===== src/rtl/loader_pkg.sv =====
// Shared types and constants for the boot-time program loader.
package loader_pkg;

    localparam int         DEF_DATA_W = 17;
    localparam int         DEF_ADDR_W = 8;
    localparam logic [7:0] DEF_SYNC   = 8'hA5;
    localparam int         WORD_BYTES = 3;

    typedef enum logic [3:0] {
        ST_IDLE,
        ST_HDR_HI,
        ST_HDR_LO,
        ST_B0,
        ST_B1,
        ST_B2,
        ST_WRITE,
        ST_CSUM,
        ST_RUN,
        ST_ERROR
    } state_e;

endpackage


===== src/rtl/prog_loader.sv =====
// Host-side program loader: parses a framed byte stream, writes words into
// core memory, checks the XOR checksum and then releases the core to run.
//
// state  | meaning
// IDLE   | after reset, waiting for SYNC, junk bytes dropped
// HDR_HI | expecting word count high byte
// HDR_LO | expecting word count low byte
// B0     | expecting word byte 0 (bits 23:16)
// B1     | expecting word byte 1 (bits 15:8)
// B2     | expecting word byte 2 (bits 7:0)
// WRITE  | memory write cycle, no byte accepted
// CSUM   | expecting checksum byte
// RUN    | core released and running, only SYNC restarts
// ERROR  | bad frame, core held in reset, only SYNC restarts
module prog_loader
    import loader_pkg::*;
#(
    parameter int         DATA_W = DEF_DATA_W,
    parameter int         ADDR_W = DEF_ADDR_W,
    parameter logic [7:0] SYNC   = DEF_SYNC
) (
    input  logic              clk,
    input  logic              reset_n,
    input  logic              rx_valid,
    input  logic [7:0]        rx_data,
    output logic              rx_ready,
    output logic              mem_we,
    output logic [ADDR_W-1:0] mem_addr,
    output logic [DATA_W-1:0] mem_wdata,
    output logic              core_reset,
    output logic              core_run,
    output logic              loading,
    output logic              load_err,
    output logic [ADDR_W:0]   words_loaded
);

    // Padding bits above the word live entirely in byte 0.
    localparam int PAD_BITS = WORD_BYTES * 8 - DATA_W;

    state_e            state_q, state_d;
    logic [15:0]       n_q, n_d;
    logic [7:0]        n_hi_q, n_hi_d;
    logic [ADDR_W:0]   idx_q, idx_d;
    logic [7:0]        csum_q, csum_d;
    logic              bad_q, bad_d;
    logic              b0_q, b0_d;
    logic [7:0]        b1_q, b1_d;
    logic              mem_we_q, mem_we_d;
    logic [ADDR_W-1:0] mem_addr_q, mem_addr_d;
    logic [DATA_W-1:0] mem_wdata_q, mem_wdata_d;
    logic              core_reset_q, core_reset_d;
    logic              core_run_q, core_run_d;
    logic              loading_q, loading_d;
    logic              load_err_q, load_err_d;
    logic [ADDR_W:0]   words_loaded_q, words_loaded_d;

    logic              accept;
    logic [15:0]       n_full;
    logic [ADDR_W:0]   idx_inc;

    assign rx_ready = (state_q != ST_WRITE);
    assign accept   = rx_valid & rx_ready;
    assign n_full   = {n_hi_q, rx_data};
    assign idx_inc  = idx_q + 1'b1;

    always_comb begin
        state_d        = state_q;
        n_d            = n_q;
        n_hi_d         = n_hi_q;
        idx_d          = idx_q;
        csum_d         = csum_q;
        bad_d          = bad_q;
        b0_d           = b0_q;
        b1_d           = b1_q;
        mem_we_d       = 1'b0;
        mem_addr_d     = mem_addr_q;
        mem_wdata_d    = mem_wdata_q;
        core_reset_d   = core_reset_q;
        core_run_d     = core_run_q;
        loading_d      = loading_q;
        load_err_d     = load_err_q;
        words_loaded_d = words_loaded_q;

        case (state_q)
            ST_IDLE, ST_RUN, ST_ERROR: begin
                if (accept && rx_data == SYNC) begin
                    csum_d         = 8'h00;
                    idx_d          = '0;
                    bad_d          = 1'b0;
                    load_err_d     = 1'b0;
                    words_loaded_d = '0;
                    loading_d      = 1'b1;
                    core_reset_d   = 1'b1;
                    core_run_d     = 1'b0;
                    state_d        = ST_HDR_HI;
                end
            end
            ST_HDR_HI: begin
                if (accept) begin
                    n_hi_d  = rx_data;
                    csum_d  = csum_q ^ rx_data;
                    state_d = ST_HDR_LO;
                end
            end
            ST_HDR_LO: begin
                if (accept) begin
                    n_d    = n_full;
                    csum_d = csum_q ^ rx_data;
                    if (32'(n_full) > (32'd1 << ADDR_W)) begin
                        load_err_d = 1'b1;
                        loading_d  = 1'b0;
                        state_d    = ST_ERROR;
                    end else if (n_full == 16'd0) begin
                        state_d = ST_CSUM;
                    end else begin
                        state_d = ST_B0;
                    end
                end
            end
            ST_B0: begin
                if (accept) begin
                    b0_d    = rx_data[0];
                    csum_d  = csum_q ^ rx_data;
                    state_d = ST_B1;
                    if (|rx_data[7 -: PAD_BITS]) begin
                        bad_d = 1'b1;
                    end
                end
            end
            ST_B1: begin
                if (accept) begin
                    b1_d    = rx_data;
                    csum_d  = csum_q ^ rx_data;
                    state_d = ST_B2;
                end
            end
            ST_B2: begin
                if (accept) begin
                    csum_d  = csum_q ^ rx_data;
                    state_d = ST_WRITE;
                    if (!bad_q) begin
                        mem_we_d    = 1'b1;
                        mem_addr_d  = idx_q[ADDR_W-1:0];
                        mem_wdata_d = {b0_q, b1_q, rx_data};
                    end
                end
            end
            ST_WRITE: begin
                idx_d = idx_inc;
                if (!bad_q) begin
                    words_loaded_d = idx_inc;
                end
                // idx is at most 2^ADDR_W, so widening it to 16 bits is lossless.
                if (16'(idx_inc) == n_q) begin
                    state_d = ST_CSUM;
                end else begin
                    state_d = ST_B0;
                end
            end
            ST_CSUM: begin
                if (accept) begin
                    loading_d = 1'b0;
                    if (rx_data == csum_q && !bad_q) begin
                        core_reset_d = 1'b0;
                        core_run_d   = 1'b1;
                        state_d      = ST_RUN;
                    end else begin
                        load_err_d = 1'b1;
                        state_d    = ST_ERROR;
                    end
                end
            end
            default: state_d = ST_IDLE;
        endcase
    end

    always_ff @(posedge clk or negedge reset_n) begin
        if (!reset_n) begin
            state_q        <= ST_IDLE;
            n_q            <= '0;
            n_hi_q         <= '0;
            idx_q          <= '0;
            csum_q         <= '0;
            bad_q          <= 1'b0;
            b0_q           <= 1'b0;
            b1_q           <= '0;
            mem_we_q       <= 1'b0;
            mem_addr_q     <= '0;
            mem_wdata_q    <= '0;
            core_reset_q   <= 1'b1;
            core_run_q     <= 1'b0;
            loading_q      <= 1'b0;
            load_err_q     <= 1'b0;
            words_loaded_q <= '0;
        end else begin
            state_q        <= state_d;
            n_q            <= n_d;
            n_hi_q         <= n_hi_d;
            idx_q          <= idx_d;
            csum_q         <= csum_d;
            bad_q          <= bad_d;
            b0_q           <= b0_d;
            b1_q           <= b1_d;
            mem_we_q       <= mem_we_d;
            mem_addr_q     <= mem_addr_d;
            mem_wdata_q    <= mem_wdata_d;
            core_reset_q   <= core_reset_d;
            core_run_q     <= core_run_d;
            loading_q      <= loading_d;
            load_err_q     <= load_err_d;
            words_loaded_q <= words_loaded_d;
        end
    end

    assign mem_we       = mem_we_q;
    assign mem_addr     = mem_addr_q;
    assign mem_wdata    = mem_wdata_q;
    assign core_reset   = core_reset_q;
    assign core_run     = core_run_q;
    assign loading      = loading_q;
    assign load_err     = load_err_q;
    assign words_loaded = words_loaded_q;

endmodule

===== config.mk =====
export PLATFORM = sky130hd
export DESIGN_NAME = prog_loader
export DESIGN_NICKNAME = d
export VERILOG_FILES = /design/src/rtl/loader_pkg.sv /design/src/rtl/prog_loader.sv
export SDC_FILE = /design/constraint.sdc
export NUM_CORES = 1
export LEC_CHECK = 0
export BUFFER_PORTS_ARGS = -buffer_cell sky130_fd_sc_hd__buf_2
export CORE_MARGIN = 1.5
export CORE_UTILIZATION = 41
export DETAILED_ROUTE_END_ITERATION = 10
export GPL_TIMING_DRIVEN = 0
export PLACE_DENSITY = 0.67
export SLEW_MARGIN = 20
export SYNTH_ARGS = -nofsm -noshare
export SYNTH_HDL_FRONTEND = slang
export SYNTH_SLANG_ARGS = --single-unit

===== constraint.sdc =====
create_clock -name clk -period 4.6 [get_ports clk]
set_input_delay 0.23 -clock clk [delete_from_list [all_inputs] [get_ports clk]]
set_output_delay 0.23 -clock clk [all_outputs]
set_load 0.03 [all_outputs]

# --- Word-level counts from Yosys, hierarchy flattened ---
# Index checks and enable logic that the tools add are counted.
classes:
  reduce_logical: 26
  bitwise_logic: 3
  add_sub_neg: 1
  eq_ne: 26
  n_lt_le_gt_ge: 1
  muxes: 42
op_table:
  columns: ["op", "count"]
  rows:
  - ["$pmux W9 S2", 2]
  - ["$mux W4", 8]
  - ["$pmux W4 S8", 1]
  - ["$ne A2 B2 Y1 const B", 12]
  - ["$mux W1", 19]
  - ["$mux W9", 2]
  - ["$eq A4 B3 Y1 const B", 4]
  - ["$eq A9 B16 Y1", 1]
  - ["$gt A16 B9 Y1 const B", 1]
  - ["$logic_not A16 Y1", 1]
  - ["$mux W8", 2]
  - ["$pmux W8 S2", 1]
  - ["$reduce_and A2 Y1", 5]
  - ["$add A9 B1 Y9 const B", 1]
  - ["$reduce_and A3 Y1", 3]
  - ["$eq A4 B2 Y1 const B", 2]
  - ["$eq A4 B4 Y1 const B", 2]
  - ["$eq A8 B8 Y1", 1]
  - ["$eq A8 B8 Y1 const B", 1]
  - ["$reduce_and A4 Y1", 2]
  - ["$reduce_bool A2 Y1", 4]
  - ["$xor A8 B8 Y8", 1]
  - ["$reduce_and A7 Y1", 1]
  - ["$reduce_or A7 Y1", 1]
  - ["16 further kinds", 21]
totals:
  reg_bits: 94
  word_cells: 115
  output_inout_bits: 40
  in_bits: 11

# --- Longest topological paths before layout ---
# Gate-level depths: netlist of run 1.
depth:
  word_depth: 5
  depth_mapped: 9
  depth_no_buf: 8

# --- Worst setup path after synthesis of run 1 ---
# OpenSTA, ideal clock, no wires.
synth_timing:
  kind: "register to register"
  startpoint: "register state_q[3]"
  endpoint: "register state_q[0]"
  t_required_ns: 4.474
  period_less_slack_ns: 1.917
  setup_ns: 0.126
  arrival_ns: 1.791
  path_slack_ns: 2.683
  path_stages_with_launch: 8
  n_path_buf: 1
  cell_sequence: "dfrtp_1 -> nand2b_1 -> and2_2 -> o21a_1 -> or2_1 -> buf_6 -> a31o_1 -> a221o_1"
synth_via:
  elab_chain_cells: 5
  word_cells_on_any_way: 23
  cone_classes: "eq/ne (17); mux (1); bitwise (1); reduce/logical (4)"
synth_rtl:
  columns: ["item", "line_no", "rtl"]
  rows:
  - ["start, declared", "prog_loader.sv:40", "state_e state_q, state_d;"]
  - ["start signal, assigned", "prog_loader.sv:196", "state_q <= state_d;"]
  - ["$ne A4 B3 Y1", "prog_loader.sv:61", "assign rx_ready = (state_q != ST_WRITE);"]
  - ["$and A1 B1 Y1", "prog_loader.sv:62", "assign accept = rx_valid & rx_ready;"]
  - ["$logic_and A1 B1 Y1", "prog_loader.sv:86", "if (accept && rx_data == SYNC) begin"]
  - ["$ne A2 B2 Y1 (no source line)", null, null]
  - ["$reduce_and A7 Y1 (no source line)", null, null]
# Several ways; a longest one is shown, not always the timed one.
# A chain may end at the register's enable or synchronous reset.

# --- Worst setup path after layout of run 1 ---
layout_timing:
  startpoint: "register state_q[0]"
  endpoint: "output port rx_ready"
layout_via:
  elab_chain_cells: 1
layout_rtl:
  columns: ["item", "line_no", "rtl"]
  rows:
  - ["$ne A4 B3 Y1", "prog_loader.sv:61", null]
  - ["end, declared", "prog_loader.sv:26", "output logic rx_ready,"]
# No other way between the ends.

==> results of run 1 <==
## per-stage QoR
step | power, mW | cells | hold slack [ns]
after floorplan | 2.66 | 467 | -0.0656
after global placement | 3.05 | 648 | 0.447
after detailed placement | 3.12 | 649 | 0.173
after CTS | 3.72 | 666 | 0.0943
after global routing | 3.97 | 666 | 0.0943
final | 3.70 | 666 | 0.101
## routing by layer
metal | up-vias | track usage
met2 | 94 | 0.314
met4 | 0 | 0.0545
met3 | 14 | 0.0520
met1 | 1796 | 0.277
met5 | - | 0
li1 | 1706 | -
## area by class of cell
class	count	area (um^2)	share of cell area
Sequential cell	94	2350	0.448
Multi-Input combinational cell	332	2010	0.382
Timing Repair Buffer	43	249	0.0474
Buffer	35	230	0.0438
Tap cell	140	175	0.0333
Clock buffer	10	138	0.0262
Clock inverter	6	76.3	0.0145
Inverter	6	25.0	0.00476
## state kept, by name, summed over array words and instances, names as in the netlist, 4 cells and up
signal / count
mem_wdata: 17
n_q: 16
idx_q: 9
words_loaded: 9
b1_q: 8
csum_q: 8
mem_addr: 8
n_hi_q: 8
state_q: 4
## cells in the mapped netlist (all sizes together), types with 5 or more instances
library cell  number  area (um^2)
o21ai             36          180
inv                5         21.3
o22ai             10         62.6
o41ai              5         43.8
a21oi              8         40.0
dfrtp             93         2330
nand3              7         35.0
nor3              12         71.3
nand2            108          405
clkbuf            19         91.3
nor2              29          109
buf               16          139
xor2               7         61.3
mux2              33          372
xnor2             15          131
o31ai              5         37.5
## worst register-to-register path, stage by stage, from the launching register on
cell and delay, ns:
sky130_fd_sc_hd__dfrtp_1 0.49, sky130_fd_sc_hd__nor2b_2 0.11, sky130_fd_sc_hd__nor3b_4 0.18, sky130_fd_sc_hd__inv_4 0.08, sky130_fd_sc_hd__buf_2 0.24, sky130_fd_sc_hd__nand2_1 0.13, sky130_fd_sc_hd__nor3_4 0.40, sky130_fd_sc_hd__nor2_1 0.22
sky130_fd_sc_hd__o21ai_0 0.22, sky130_fd_sc_hd__o21ai_0 0.12
## what timing repair did
action	in CTS	in global routing
hold endpoints to repair	42	0
hold buffers	1	0
setup endpoints to repair	0	0
resized for setup	0	0
## logic make-up (layout without fill, tap and decap cells)
kind of cell             Yosys count  in the layout  synth area share
buffers and inverters             41            100            0.0553
flip-flops                        94             94             0.510
adder cells (fa/ha/maj)            1              1           0.00271
AND/OR/NAND/NOR                  195            195             0.200
XOR/XNOR                          22             22            0.0418
multiplexers                      35             35            0.0849
AO/OA/AOI/OAI                     79             79             0.106
## worst paths after layout
check | start | to | slack (ns) | cells after the start
max in group asynchronous | reset_n | core_reset | 3.65 | 3
hold reg to reg | mem_addr[5] | mem_addr[5] | 0.48 | 2
setup / recovery | state_q[0] | rx_ready | 2.20 | 6
min in group asynchronous | reset_n | idx_q[0] | 0.32 | 2
setup reg to reg | state_q[0] | csum_q[1] | 2.28 | 9
hold / removal | rx_data[2] | mem_wdata[2] | 0.10 | 3
## power by group
group	internal, mW	leakage (nW)	switching, mW
Sequential	1.20	1.16	0.288
Clock	0.276	0.109	0.313
Combinational	0.646	1.15	0.978
==> metrics.json, run 1 <==
{
  "timing": {
    "finClkSkew_ns": 0.0101,
    "rsz0062_at_grt": "no",
    "max_slew.worst_pin.slew_ns": 0.568,
    "achievable-frequency_mhz": 416,
    "final_max_tran_viols": 0,
    "relSlewSlack": 0.621,
    "hold_viol": 0,
    "finalSetupViolations": 0,
    "fin_tns_setup_ns": 0,
    "worst_slack_ns": 2.20,
    "fin_crit_ns": 2.40,
    "layout_worst_path_cycle_share": 0.523
  },
  "grt": {
    "largest_net_degree_at_the_start_of_global_routing": 53,
    "grt_antenna_before_repair": 0,
    "wire_length_of_the_first_global_routing_pass_um": 18300,
    "first_global_vias": 3639,
    "grt.overflow.total": 0,
    "groute.usage.overall": 0.201
  },
  "power": {
    "leakagePower_nw": 2.43,
    "pwrdens_mw_per_mm2": 705,
    "max-vdd-ir-drop_uv": 346
  },
  "run": {
    "maxCapViolCount": 0
  },
  "floorplanning": {
    "die_area_mm2": 0.0119,
    "die_x_um": 109,
    "floorplan.rows": 38,
    "core-area_mm2": 0.0109,
    "initial_core_util": 0.424,
    "die-height_um": 109,
    "ios": 51
  },
  "detailed_routing": {
    "route.vias.total": 3610,
    "met1_length_um": 4910,
    "drt_iter0_drc": 172,
    "wl_per_cell_um": 16.2,
    "initial_drt_pass_iterations": 4,
    "drcViolationCount": 0,
    "wirelength_routed_um": 10800,
    "wl_met2_um": 5140,
    "postRouteAntennaNets": 0,
    "route.top_layer_used": "met4",
    "met3_length_um": 610,
    "vias_per_cell": 5.42
  },
  "run_status": {
    "run_status": "finished clean"
  },
  "place": {
    "finalWeightedCongestion": 0.858,
    "placement.io_buffers": 41,
    "detailed_place.area_mm2": 0.00503,
    "dp.final_hpwl_um": 7760,
    "post-place-ws_ns": 2.34
  },
  "layout": {
    "final_cell_area_mm2": 0.00525,
    "num-nets-final": 533,
    "post-route-util": 0.482,
    "final_common_cell": "sky130_fd_sc_hd__nand2_1",
    "antenna-diode-count": 0,
    "area_delta_synth_final_pct": 13.8,
    "n_fill_cell": 1042,
    "final_cell_mix": "108 x sky130_fd_sc_hd__nand2_1, 93 x sky130_fd_sc_hd__dfrtp_1, 43 x sky130_fd_sc_hd__buf_2",
    "drive_gt1_frac": 0.228
  },
  "cts": {
    "numClockSinks": 94,
    "cts_post_setup_buffers_inserted": 0,
    "tritoncts_clock_tree": "done",
    "clock_tree.buffer_depth": 2,
    "h-tree-depth": 3,
    "clock_insertion_delay_worst_skew_ns": 0.38,
    "clk_pin_slew_worst_paths_ns": 0.10,
    "clock_tree.root_cell": "sky130_fd_sc_hd__clkbuf_8",
    "tritoncts.num_buffers": 9
  },
  "worst_setup_path": {
    "cpLargestDelayFamily": "buffers and inverters",
    "critical_path_class": "flop to output port",
    "crit_required_ns": 4.37,
    "library_cell_appearing_most_often_on_the_critical_path": "sky130_fd_sc_hd__buf_2",
    "timing.critical_path.slowest_cell_delay_ns": 0.49,
    "critPathLaunchType": "flop",
    "crit_path_cell_trace": "nor2b_2 > nor3b_4 > inv_4 > buf_2 > buf_1 > buf_2",
    "crit_slowest_cell": "sky130_fd_sc_hd__dfrtp_1",
    "timing.critical_path.to_type": "output port",
    "timing.critical_path.buf_inv": 4,
    "crit_fanout": 10,
    "critical_path_arrival_ns": 2.17
  },
  "yosys": {
    "synthesis.instances": 467,
    "post_synthesis_instance_area_mm2": 0.00461,
    "number_of_nets_in_the_synthesized_netlist": 479,
    "synth_top_flop_cell": "sky130_fd_sc_hd__dfrtp_1",
    "synth-edff-count": 0,
    "synth.lib_cells_used.distinct": 61,
    "avgSynthCellArea_um2": 9.88,
    "async_flop_share": 1.00,
    "register_bit_count_reported_by_yosys": 94,
    "yosysSeqAreaShare": 0.510,
    "synthesis.yosys.warnings": 0
  },
  "min_path": {
    "min-delay-path-class": "input pin to flop"
  }
}
Power figures use the tool's default switching activity.
==> inputs of run 2 (changes only) <==
ABC_AREA = 1   (was not set)
PLACE_DENSITY = 0.7   (was 0.67)
clock period = 2.05 ns   (was 4.6 ns; I/O delays follow)
==> run 2 against run 1 <==
Against the previous run: sequential power is 89% higher; total power rose by 78%; core utilization increased by 0.59 points; cell area shrank 3.6%; first-iteration DRC count is 21% higher; via count is 0.89% higher; setup slack worse by 2.0 ns; register-to-register slack worse by 2.1 ns; highest routed layer unchanged.
==> metrics.json, run 2 <==
{
  "run_status": {
    "run_status": "finished clean"
  },
  "timing": {
    "hold_viol": 0,
    "achievable-frequency_mhz": 536,
    "fin_crit_ns": 1.87,
    "relSlewSlack": 0.639,
    "final_max_tran_viols": 0,
    "layout_worst_path_cycle_share": 0.911,
    "fin_tns_setup_ns": 0,
    "finalSetupViolations": 0,
    "finClkSkew_ns": 0.0111,
    "rsz0062_at_grt": "no",
    "max_slew.worst_pin.slew_ns": 0.540,
    "fin_worst_hold_slack_ns": 0.0456
  },
  "cts": {
    "clock_tree.buffer_depth": 2,
    "tritoncts.num_buffers": 9,
    "clock_tree.root_cell": "sky130_fd_sc_hd__clkbuf_8",
    "clock_insertion_delay_worst_skew_ns": 0.37,
    "tritoncts_clock_tree": "done",
    "clk_pin_slew_worst_paths_ns": 0.10,
    "numClockSinks": 94,
    "h-tree-depth": 3
  },
  "detailed_routing": {
    "postRouteAntennaNets": 0,
    "initial_drt_pass_iterations": 5,
    "drcViolationCount": 0,
    "vias_per_cell": 5.07,
    "drt_iter0_drc": 208,
    "wl_per_cell_um": 13.9,
    "wirelength_routed_um": 9980,
    "route.vias.total": 3642
  },
  "worst_setup_path": {
    "critical_path_arrival_ns": 2.10,
    "worstReg2RegStart": "state_q[1]",
    "crit_fanout": 10,
    "cp-endpoint": "idx_q[1]",
    "reg2reg_setup_slack_ns": 0.18,
    "timing.critical_path.to_type": "flop",
    "critPathLaunchType": "flop",
    "crit_required_ns": 2.28,
    "r2r-end": "idx_q[1]",
    "worstSetupStartpoint": "state_q[1]",
    "ff2ff_path_depth": 9,
    "critical_path_class": "flop to flop"
  },
  "yosys": {
    "synth-xor-area-share": 0.0160,
    "synth-compound-area-share": 0.111,
    "ys_top_cells_by_area": "sky130_fd_sc_hd__dfrtp_1 53%, sky130_fd_sc_hd__nand2_1 13%, sky130_fd_sc_hd__o21ai_0 5.8%",
    "synth_common_cells": "154 x sky130_fd_sc_hd__nand2_1, 93 x sky130_fd_sc_hd__dfrtp_1, 52 x sky130_fd_sc_hd__inv_1",
    "synthesis.instances": 515,
    "avgSynthCellArea_um2": 8.52,
    "async_flop_share": 1.00,
    "number_of_nets_in_the_synthesized_netlist": 527,
    "yosysSeqAreaShare": 0.536,
    "yosys-mux-area-fraction": 0.00513,
    "synth-edff-count": 0,
    "post-synth-top-count-cell": "sky130_fd_sc_hd__nand2_1",
    "synthesis.yosys.warnings": 0,
    "synth_top_family_by_area": "simple AND/OR/NAND/NOR gates",
    "register_bit_count_reported_by_yosys": 94,
    "post_synth_fa_ha_maj_area_fraction": 0.00285,
    "synth.lib_cells_used.distinct": 38,
    "post_synthesis_instance_area_mm2": 0.00439,
    "basic_gate_share_of_the_synthesized_area_counting_and_or_nand_and_nor_cells": 0.256,
    "synth_top_flop_cell": "sky130_fd_sc_hd__dfrtp_1",
    "synth_area_leader_cell": "sky130_fd_sc_hd__dfrtp_1",
    "area_share_of_the_leading_cell_type_in_the_synthesized_netlist": 0.530
  },
  "layout": {
    "area_delta_synth_final_pct": 15.4,
    "n_fill_cell": 1016,
    "final_common_cell": "sky130_fd_sc_hd__nand2_1",
    "antenna-diode-count": 0,
    "ff_latch_area_mm2": 0.00235,
    "num-nets-final": 590,
    "final_cell_mix": "154 x sky130_fd_sc_hd__nand2_1, 93 x sky130_fd_sc_hd__dfrtp_1, 52 x sky130_fd_sc_hd__inv_1",
    "multiInputGateArea_mm2": 0.00172,
    "drive_gt1_frac": 0.189,
    "largest_reg_flops": 17
  },
  "grt": {
    "groute.usage.overall": 0.193,
    "wire_length_of_the_first_global_routing_pass_um": 17200,
    "first_global_vias": 3593,
    "grt.overflow.total": 0,
    "grt_antenna_before_repair": 0,
    "largest_net_degree_at_the_start_of_global_routing": 76
  },
  "place": {
    "finalWeightedCongestion": 0.870,
    "dp.final_hpwl_um": 7260,
    "placement.io_buffers": 50
  },
  "floorplanning": {
    "ios": 51,
    "die_area_mm2": 0.0113,
    "die-height_um": 106,
    "core-area_mm2": 0.0104,
    "die_x_um": 106,
    "initial_core_util": 0.423,
    "floorplan.rows": 37
  },
  "run": {
    "maxCapViolCount": 0
  },
  "power": {
    "leakagePower_nw": 2.63,
    "p_total_mw": 6.60,
    "pwrdens_mw_per_mm2": 1300,
    "max-vdd-ir-drop_uv": 716
  },
  "min_path": {
    "min-delay-path-class": "input pin to flop",
    "min_path_cells": 3
  }
}
run 2: cell count changes in the layout (fill, tap and decap cells not counted), sizes merged, moves of 5 or more:
cell,before,now
clkbuf,29,14
nand3,7,47
xnor2,15,2
o41ai,5,0
inv,8,62
nand4,4,10
nor3,12,5
nand2,108,158
mux2,33,2
o22ai,10,0
o21ai,36,76
run 2: kinds of logic (layout without fill, tap and decap cells):
family	count (synthesis)	in the layout
buffers and inverters	72	140
DFF	94	94
adders and majority gates	1	1
and+or+nand+nor	254	254
xor gates and xnor gates	8	8
AOI/OAI and AO/OA	84	84
muxes	2	2
run 2: how the worst min path moves through the flow:
stage,endpoint,start,slack (ns)
after floorplan,b0_q,reset_n,-0.19
after global placement,b0_q,rx_data[0],0.39
after detailed placement,mem_addr[3],reset_n,-0.04
after CTS,b0_q,rx_data[0],0.005
after global routing,b0_q,rx_data[0],0.03
final,b0_q,rx_data[0],0.05
run 2: stage by stage:
step	cells	setup WS, ns	util	cell area, um^2
finish	719	0.183	0.488	5060
global route	719	0.0369	0.488	5060
CTS	719	0.149	0.488	5060
detailed placement	702	0.166	0.467	4840
global placement	701	0.0256	0.464	4810
floorplan	515	0.397	-	4390
run 2: routing by layer:
metal	track usage	part of all wire	vias up
met3	0.0441	0.048	15
li1	-	-	1787
met1	0.254	0.45	1739
met5	0	0	-
met4	0.0705	0.019	0
met2	0.311	0.48	101
run 2: worst max-delay path, cell delays in order, from the launching register on:
cell                      delay, ns
sky130_fd_sc_hd__dfrtp_1       0.48
sky130_fd_sc_hd__inv_2         0.14
sky130_fd_sc_hd__nor2_4        0.04
sky130_fd_sc_hd__nand2_2       0.14
sky130_fd_sc_hd__inv_4         0.07
sky130_fd_sc_hd__nor2_8        0.14
sky130_fd_sc_hd__nand3_2       0.10
sky130_fd_sc_hd__buf_4         0.20
sky130_fd_sc_hd__nand2_1       0.27
sky130_fd_sc_hd__o21ai_0       0.16
run 2: area by class of cell:
class,count,share of cell area
well taps,136,0.0336
repair buffers,52,0.0581
flip-flops and latches,94,0.465
clock buffers,9,0.0245
plain buffers,13,0.0188
inverters,59,0.0447
clock inverters,7,0.0156
multi-input cells,349,0.340
run 2: power by group:
part | switching [mW] | internal (mW)
clock | 0.693 | 0.579
sequential | 0.393 | 2.43
combinational | 1.64 | 0.862
total | 2.73 | 3.87
run 2: timing repair:
item / CTS / global route
hold buffers: 1 / 0
endpoints found under the hold margin: 93 / 0
endpoints found under the setup margin: 0 / 1
gates resized for setup: 0 / 1
buffers inserted: 0 / 0
